`src/rtl/audio_sample_channel.sv`:
```
// Single-voice PCM player feeding the sigma-delta DAC; fetches packed signed 8-bit samples
// over req/ack, paces them with a period counter, and applies volume when AUDIO_VOLUME_EN is defined.
module audio_sample_channel #(
  parameter int ADDR_W   = 16,
  parameter int LEN_W    = 15,
  parameter int PERIOD_W = 15
) (
  input  logic                clk,
  input  logic                reset_ni,
  input  logic                enable_i,
  input  logic [ADDR_W-1:0]   start_addr_i,
  input  logic [LEN_W-1:0]    length_i,
  input  logic [PERIOD_W-1:0] period_i,
  input  logic [6:0]          volume_i,
  output logic                mem_req_o,
  output logic [ADDR_W-1:0]   mem_addr_o,
  input  logic                mem_ack_i,
  input  logic [15:0]         mem_data_i,
  output logic [7:0]          value_o,
  output logic                restart_o,
  output logic                underrun_o
);

  typedef enum logic [1:0] {IDLE, RUN, STOP_WAIT} state_t;

  state_t              state;
  logic [LEN_W-1:0]    words_left;
  logic [PERIOD_W-1:0] period_cnt;
  logic [15:0]         cur_word;
  logic [15:0]         next_word;
  logic                byte_sel;
  logic                next_valid;

  logic       tick;
  logic [7:0] sample;
  logic [7:0] shaped;

  assign tick   = (period_cnt == '0);
  assign sample = byte_sel ? cur_word[7:0] : cur_word[15:8];

`ifdef AUDIO_VOLUME_EN
  logic signed [15:0] s_ext;
  logic signed [15:0] v_ext;
  logic signed [15:0] product;
  logic signed [9:0]  scaled;
  logic [7:0]         clipped;

  always_comb begin
    s_ext   = 16'($signed(sample));
    v_ext   = $signed({9'd0, volume_i});
    product = s_ext * v_ext;
    scaled  = 10'(product >>> 6);
    if (scaled > 10'sd127)
      clipped = 8'h7f;
    else if (scaled < -10'sd128)
      clipped = 8'h80;
    else
      clipped = scaled[7:0];
  end
  assign shaped = clipped ^ 8'h80;
`else
  logic unused_volume;
  assign unused_volume = ^volume_i;
  assign shaped        = sample ^ 8'h80;
`endif

  always_ff @(posedge clk) begin
    if (!reset_ni) begin
      state      <= IDLE;
      mem_req_o  <= 1'b0;
      mem_addr_o <= '0;
      words_left <= '0;
      period_cnt <= '0;
      cur_word   <= '0;
      next_word  <= '0;
      byte_sel   <= 1'b1;
      next_valid <= 1'b0;
      value_o    <= 8'h80;
      restart_o  <= 1'b0;
      underrun_o <= 1'b0;
    end else begin
      restart_o  <= 1'b0;
      underrun_o <= 1'b0;
      case (state)
        IDLE: begin
          value_o <= 8'h80;
          if (enable_i) begin
            state      <= RUN;
            mem_addr_o <= start_addr_i;
            words_left <= length_i;
            period_cnt <= period_i;
            cur_word   <= '0;
            byte_sel   <= 1'b1;
            next_valid <= 1'b0;
            mem_req_o  <= 1'b1;
          end
        end
        RUN: begin
          if (!enable_i) begin
            value_o <= 8'h80;
            // An ack landing on the same edge closes the request, so no need to wait.
            if (mem_req_o && !mem_ack_i) begin
              state <= STOP_WAIT;
            end else begin
              state     <= IDLE;
              mem_req_o <= 1'b0;
            end
          end else begin
            value_o    <= shaped;
            period_cnt <= tick ? period_i : period_cnt - PERIOD_W'(1);
            if (mem_req_o && mem_ack_i) begin
              next_word  <= mem_data_i;
              next_valid <= 1'b1;
              mem_req_o  <= 1'b0;
              if (words_left != '0) begin
                mem_addr_o <= mem_addr_o + ADDR_W'(1);
                words_left <= words_left - LEN_W'(1);
              end else begin
                mem_addr_o <= start_addr_i;
                words_left <= length_i;
                restart_o  <= 1'b1;
              end
            end
            // A request is never outstanding while next_valid is set, so the swap
            // below cannot collide with the ack update above.
            if (tick) begin
              if (!byte_sel) begin
                byte_sel <= 1'b1;
              end else if (next_valid) begin
                cur_word   <= next_word;
                byte_sel   <= 1'b0;
                next_valid <= 1'b0;
                mem_req_o  <= 1'b1;
              end else begin
                underrun_o <= 1'b1;
              end
            end
          end
        end
        STOP_WAIT: begin
          value_o <= 8'h80;
          if (mem_ack_i) begin
            state     <= IDLE;
            mem_req_o <= 1'b0;
          end
        end
        default: begin
          state     <= IDLE;
          mem_req_o <= 1'b0;
          value_o   <= 8'h80;
        end
      endcase
    end
  end

endmodule

```
`config.mk`:
```
export PLATFORM = sky130hd
export DESIGN_NAME = audio_sample_channel
export DESIGN_NICKNAME = d
export VERILOG_FILES = /design/src/rtl/audio_sample_channel.sv
export SDC_FILE = /design/constraint.sdc
export NUM_CORES = 1
export LEC_CHECK = 0
export CAP_MARGIN = 5
export CORE_MARGIN = 2
export CORE_UTILIZATION = 45
export CTS_BUF_LIST = sky130_fd_sc_hd__clkbuf_4 sky130_fd_sc_hd__clkbuf_8 sky130_fd_sc_hd__clkbuf_16
export CTS_CLUSTER_SIZE = 8
export DETAILED_ROUTE_END_ITERATION = 10
export PLACE_DENSITY_LB_ADDON = 0.3
export SLEW_MARGIN = 5
export SYNTH_ARGS = -nofsm -noshare
export SYNTH_HDL_FRONTEND = slang
export SYNTH_SLANG_ARGS = --single-unit
```
`constraint.sdc`:
```
create_clock -name clk -period 2.6 [get_ports clk]
set_input_delay 0.52 -clock clk [delete_from_list [all_inputs] [get_ports clk]]
set_output_delay 0.52 -clock clk [all_outputs]
set_load 0.01 [all_outputs]
```
==> metrics.txt, run 1 <==
core area=between 9000 and 10000 um2; synthesized netlist net count=628; Internal=2.21 mW; setup slack at placement=0.129 ns; # fillers=867; fin nets=721; r2r endpoint=period_cnt[0]; via count=4587; share of the synthesized area in the top cell type=0.408; fin worst setup slack=0.127 ns; final worst path period share=0.951; grt total ovfl=0; Hold Path Depth=2; most used flip-flop cell after synthesis=dfxtp_1; Power Total=between 3 and 4 mW; Reg2Reg Setup Slack=0.13 ns; crit path time final=around 2.5 ns; Area Growth Syn to Fin=29.9%; Post-route DRC=0; Worst Skew=slightly below 0.009 ns; buffer depth of the longest clock path=2; Ports=100; Critical Path Start Type=flip-flop; hpwl dp=8760 um; number of setup buffers added after CTS=0; Gate power share=0.219; Critical R2R Launch=period_cnt[0]; Iter 0 DRT Violations=298; worst-case reg-to-reg path depth=8; Yosys warning count=0; PortBufs=92; sequential power share=0.479; Die Y-Extent=105 um; setup TNS=0 ns; worst endpoint required time=slightly below 3 ns; register area=1860 um2; ant diodes=0; vias in the first global route=4418; Sw Share=0.323; CTS tree=done; share of cells above drive strength 1=0.0926; die width=105 um; Synth area leader=dfxtp_1; Final Max Slew Viols=0; largest net degree at the start of global routing=34; Crit path max-delay family=simple AND/OR/NAND/NOR gates; WL/cell=16.3 um; sequential share of the synthesized area=0.408; top cells by count, synth=93 x dfxtp_1, 82 x nand2_1, 44 x a21oi_1; first-pass GRT wire length=21200 um; Clk pwr share=0.302; critical path's slowest cell=or4_4; FFs w/ async S/R, synth=0; Hold EP=next_word[0]; area of the multi-input gates=2520 um2; PwrDens=550 nW/um2; net switching power=1.05 mW; routability congestion estimate=a little under 0.9; maximum vdd drop=0.264 mV; routed wire length=~13000 um; synthesized flop and latch total=93; Netlist cell types=66; number of buffers created by CTS=9; Least-Margin Pin Slew=0.689 ns; Worst-path clk slew=0.10 ns; Worst setup EP type=flip-flop; WS Path Type=flip-flop to flip-flop; gate count of the mapped netlist=550; worst stage delay on the critical path=0.61 ns; hold_sp=next_word[0]; sequence of cells on the critical path=inv_1, ha_1, or3b_2, or4_4, nand2_2, buf_4, nand3_1, a31oi_1; 1st-pass router iterations=5; Initial Util=0.465; count leader, synth=dfxtp_1; Fmax achieved=404 MHz; Clock Sinks=93; status=finished clean; clock latency on the worst-skew pair=0.37 ns; final instance count without filler cells=781; Max-slew headroom=0.539; Post-synth EDFFs=0; Post-CTS Hold Buffers=0; All-Layer GR Usage=0.234; Final setup viols=0; HP Class=flip-flop to flip-flop; RSZ-0062 raised after global routing=false; most area-consuming cells after synthesis=dfxtp_1 41%, nand2_1 6.7%, mux2i_1 5.3%; post-cts sizing count=0; Crit Path Max Fanout=11; Root Driver=clkbuf_8; Mapped Avg Cell Area=8.30 um2; placed cell count=765; Die ar.=roughly 11000 um2; MaxCap Viol Count=0; CP bufs+invs=2; vias per cell=5.87; Final ANT Viol Nets=0; num rows=36; Clock H-tree levels=3; Pleak=2.17 nW; Final Hold Vio Count=0; initial antenna violation count=0; Syn Std Cell Area=4570 um2; WP data arrival=2.78 ns
==> layout by cell type, fill, tap and decap left out, types with 5 or more instances in the layout <==
cell / synthesis / final
buf_4: 1 / 24
nor2_1: 30 / 30
a211oi_1: 5 / 5
nand2b_1: 6 / 6
nor3_1: 16 / 16
clkbuf_8: 0 / 9
and3_1: 6 / 6
ha_1: 5 / 5
a22o_1: 16 / 16
or4_1: 10 / 10
dfxtp_1: 93 / 93
o22ai_1: 18 / 18
or3_1: 9 / 9
a21oi_1: 44 / 43
nand4_1: 7 / 7
mux2i_1: 24 / 24
nand3_1: 23 / 23
nor4_1: 7 / 7
clkdlybuf4s50_1: 0 / 92
nand2_1: 82 / 82
o21ai_0: 22 / 22
inv_1: 9 / 9
a31oi_1: 11 / 11
==> how the worst max path moves through the flow <==
| stage | start | slack, ns | cells after the start | to |
|---|---|---|---|---|
| global route | words_left[4] | 0.01 | 6 | words_left[7] |
| floorplan | period_cnt[0] | 0.24 | 8 | cur_word[10] |
| global placement | words_left[4] | 0.23 | 6 | words_left[7] |
| detailed placement | words_left[4] | 0.13 | 6 | words_left[7] |
| CTS | words_left[4] | 0.1 | 6 | words_left[7] |
| finish | period_cnt[0] | 0.13 | 8 | period_cnt[0] |
==> layout make-up <==
type                       count  area share
clock buffer                   9      0.0209
sequential                    93       0.314
multi-input combinational    412       0.426
tap                          133      0.0281
inverter                       9     0.00570
timing repair buffer         118       0.192
clock inverter                 7      0.0135
==> metrics by stage <==
stage | instance area [um2] | hold slack (ns) | util
after floorplan | 4570 | 0.436 | -
after global placement | 5730 | 0.445 | 0.583
after detailed placement | 5730 | 0.448 | 0.583
after CTS | 5930 | 0.462 | 0.604
after global routing | 5930 | 0.479 | 0.604
final | 5930 | 0.459 | 0.604
==> tightest hold or removal path: stages (launching register included) <==
cell     delay, ns
dfxtp_1       0.32
nand2_1       0.05
a21oi_1       0.05
==> power by group through the flow <==
stage | Clock (mW) | Combinational, mW | Sequential (mW)
after floorplan | 0 | 0.418 | 1.58
after global placement | 0 | 0.683 | 1.59
after detailed placement | 0 | 0.701 | 1.59
after CTS | 1.00 | 0.706 | 1.56
after global routing | 1.06 | 0.776 | 1.57
final | 0.986 | 0.713 | 1.56
==> per-layer routing <==
| metal | wire (um) | GRT usage | vias to the layer above |
|---|---|---|---|
| met1 | 5400 | 0.302 | 2111 |
| met4 | 244 | 0.0810 | 0 |
| met5 | 0 | 0 | - |
| met2 | 6010 | 0.384 | 219 |
| li1 | - | - | 2234 |
| met3 | 1100 | 0.0549 | 23 |
==> cells by family (layout without fill, tap and decap cells) <==
family                   Yosys count  count (layout)  share of synthesized area
AND/OR/NAND/NOR                  224             224                      0.251
multiplexers                      25              25                     0.0551
AO/OA/AOI/OAI                    157             157                      0.229
adder cells (fa/ha/maj)            6               6                     0.0159
buffers and inverters             45             143                     0.0417
flip-flops                        93              93                      0.408
==> state kept, by name, indices dropped and copies added (netlist names) <==
| signal | flops |
|---|---|
| byte_sel | 1 |
| cur_word | 16 |
| mem_addr_o | 16 |
| mem_req_o | 1 |
| next_valid | 1 |
| next_word | 16 |
| period_cnt | 15 |
| restart_o | 1 |
| state | 2 |
| underrun_o | 1 |
| value_o | 8 |
| words_left | 15 |
No activity file was read; power rests on OpenSTA's default activity.
==> run 2: changes to the inputs <==
--- a/config.mk
+++ b/config.mk
@@ -12,6 +12,7 @@
 export CTS_CLUSTER_SIZE = 8
 export DETAILED_ROUTE_END_ITERATION = 10
 export PLACE_DENSITY_LB_ADDON = 0.3
+export SETUP_SLACK_MARGIN = 0.3
 export SLEW_MARGIN = 5
 export SYNTH_ARGS = -nofsm -noshare
 export SYNTH_HDL_FRONTEND = slang
==> metrics.txt, run 2 (synthesis results as in run 1) <==
Final setup viols=0 (unchanged); hpwl dp=8860 um (was 8760 um); routability congestion estimate=0.898 (was 0.866); sequence of cells on the critical path=or4_4, or4_4, nand2_8, buf_4, nand3_1, a31oi_1 (was inv_1, ha_1, or3b_2, or4_4, nand2_2, buf_4, nand3_1, a31oi_1); critical path's slowest cell=or4_4 (unchanged); fin nets=733 (was 721); Ports=100 (unchanged); worst stage delay on the critical path=0.63 ns (was 0.61 ns); number of buffers created by CTS=9 (unchanged); Max-slew headroom=0.525 (was 0.539); share of cells above drive strength 1=0.118 (was 0.0926); All-Layer GR Usage=0.236 (was 0.234); Hold Path Depth=2 (unchanged); Crit Path Max Fanout=11 (unchanged); placed cell count=768 (was 765); fin worst setup slack=0.374 ns (was 0.127 ns); final instance count without filler cells=793 (was 781); first-pass GRT wire length=21300 um (was 21200 um); RSZ-0062 raised after global routing=true (was false); vias per cell=5.85 (was 5.87); 1st-pass router iterations=5 (unchanged); Top Registers=cur_word: 16 flops, mem_addr_o: 16 flops, next_word: 16 flops (unchanged); ant diodes=0 (unchanged); via count=4640 (was 4587); register area=1860 um2 (unchanged); commonest non-fill, non-tap cells in the layout=93 x dfxtp_1, 92 x clkdlybuf4s50_1, 82 x nand2_1, 43 x a21oi_1, 35 x buf_4 (was 93 x dfxtp_1, 92 x clkdlybuf4s50_1, 82 x nand2_1, 43 x a21oi_1, 30 x nor2_1); die width=105 um (unchanged); Die Y-Extent=105 um (unchanged); MaxCap Viol Count=0 (unchanged); PwrDens=547 nW/um2 (was 550 nW/um2); Final Max Slew Viols=0 (unchanged); Worst-path clk slew=0.12 ns (was 0.10 ns); crit path time final=2.23 ns (was 2.47 ns); Clock Sinks=93 (unchanged); Final ANT Viol Nets=0 (unchanged); Post-CTS Hold Buffers=0 (unchanged); vias in the first global route=4552 (was 4418); core area=9820 um2 (unchanged); hold_sp=next_word[12] (was next_word[0]); Pleak=2.23 nW (was 2.17 nW); PortBufs=92 (unchanged); Iter 0 DRT Violations=241 (was 298); Initial Util=0.465 (unchanged); grt total ovfl=0 (unchanged); Die ar.=11000 um2 (unchanged); num rows=36 (unchanged); initial antenna violation count=0 (unchanged); Critical Path Start Type=flip-flop (unchanged); Reg2Reg Setup Slack=0.37 ns (was 0.13 ns); area of the multi-input gates=2570 um2 (was 2520 um2); Worst setup EP type=flip-flop (unchanged); status=finished clean (unchanged); final worst path period share=0.856 (was 0.951); # fillers=902 (was 867); maximum vdd drop=0.301 mV (was 0.264 mV); routed wire length=12700 um (was 12800 um); largest net degree at the start of global routing=32 (was 34); WS Path Type=flip-flop to flip-flop (unchanged); clock latency on the worst-skew pair=0.38 ns (was 0.37 ns); Hold EP=next_word[12] (was next_word[0]); Area Growth Syn to Fin=32.4% (was 29.9%); worst-case reg-to-reg path depth=6 (was 8); Critical R2R Launch=period_cnt[8] (was period_cnt[0]); WL/cell=16.1 um (was 16.3 um); WP data arrival=2.54 ns (was 2.78 ns); Worst Skew=0.0200 ns (was 0.00879 ns); Post-route DRC=0 (unchanged); most common cell after layout, fill and taps aside=dfxtp_1 (unchanged); Clock H-tree levels=3 (unchanged); r2r endpoint=period_cnt[8] (was period_cnt[0]); setup slack at placement=0.175 ns (was 0.129 ns); Crit path top cell by count=or4_4; Least-Margin Pin Slew=0.713 ns (was 0.689 ns); setup TNS=0 ns (unchanged); buffer depth of the longest clock path=2 (unchanged); Root Driver=clkbuf_8 (unchanged); worst endpoint required time=2.92 ns (was 2.90 ns); CTS tree=done (unchanged); Final Hold Vio Count=0 (unchanged); Fmax achieved=449 MHz (was 404 MHz); HP Class=flip-flop to flip-flop (unchanged)
run 2: worst max-delay path: cells and delay by family (launching register included):
| kind | cells | cell delay, ns |
|---|---|---|
| compound gates | 1 | 0.17 |
| buf+inv | 1 | 0.15 |
| flops | 1 | 0.38 |
| simple gates | 4 | 1.44 |
run 2: layout make-up:
class,count,area share
multi-input combinational,413,0.425
sequential,93,0.308
timing repair buffer,129,0.201
tap,133,0.0275
inverter,9,0.00559
clock buffer,9,0.0205
clock inverter,7,0.0124
run 2: power by group:
| part | internal, mW | switching, mW | leakage (nW) |
|---|---|---|---|
| clock network | 0.381 | 0.604 | 0.0985 |
| logic | 0.376 | 0.380 | 1.37 |
| registers | 1.49 | 0.0785 | 0.758 |
run 2: layer usage:
metal | global-route usage | routed length (um) | vias up
met1 | 0.295 | 5550 | 2204
met2 | 0.396 | 6220 | 173
met4 | 0.0781 | 116 | 0
met3 | 0.0593 | 861 | 10
li1 | - | - | 2253
met5 | 0 | 0 | -
run 2: stage by stage:
| step | hold slack, ns | utilization | instance area, um2 | power [mW] |
|---|---|---|---|---|
| 3_3_place_gp | 0.443 | 0.585 | 5740 | 2.27 |
| 6_report | 0.459 | 0.616 | 6050 | 3.31 |
| 3_5_place_dp | 0.448 | 0.585 | 5740 | 2.30 |
| 2_1_floorplan | 0.436 | - | 4570 | 2.00 |
| 4_1_cts | 0.461 | 0.608 | 5970 | 3.29 |
| 5_1_grt | 0.486 | 0.616 | 6050 | 3.45 |
run 2: how the worst max path moves through the flow:
| stage | startpoint | depth (start not counted) | slack [ns] | end |
|---|---|---|---|---|
| final | period_cnt[8] | 6 | 0.37 | period_cnt[8] |
| after CTS | period_cnt[8] | 6 | 0.30 | period_cnt[8] |
| after detailed placement | words_left[4] | 5 | 0.17 | mem_addr_o[8] |
| after global routing | words_left[4] | 5 | 0.25 | words_left[13] |
| after floorplan | period_cnt[8] | 6 | 0.33 | cur_word[10] |
| after global placement | words_left[4] | 5 | 0.22 | mem_addr_o[8] |
run 2: repair_timing:
item                       CTS  global route
gates resized for setup      3             6
buffers inserted             1             7
pin swaps                    2             3
gates cloned                 1             0
setup endpoints to repair   25            35
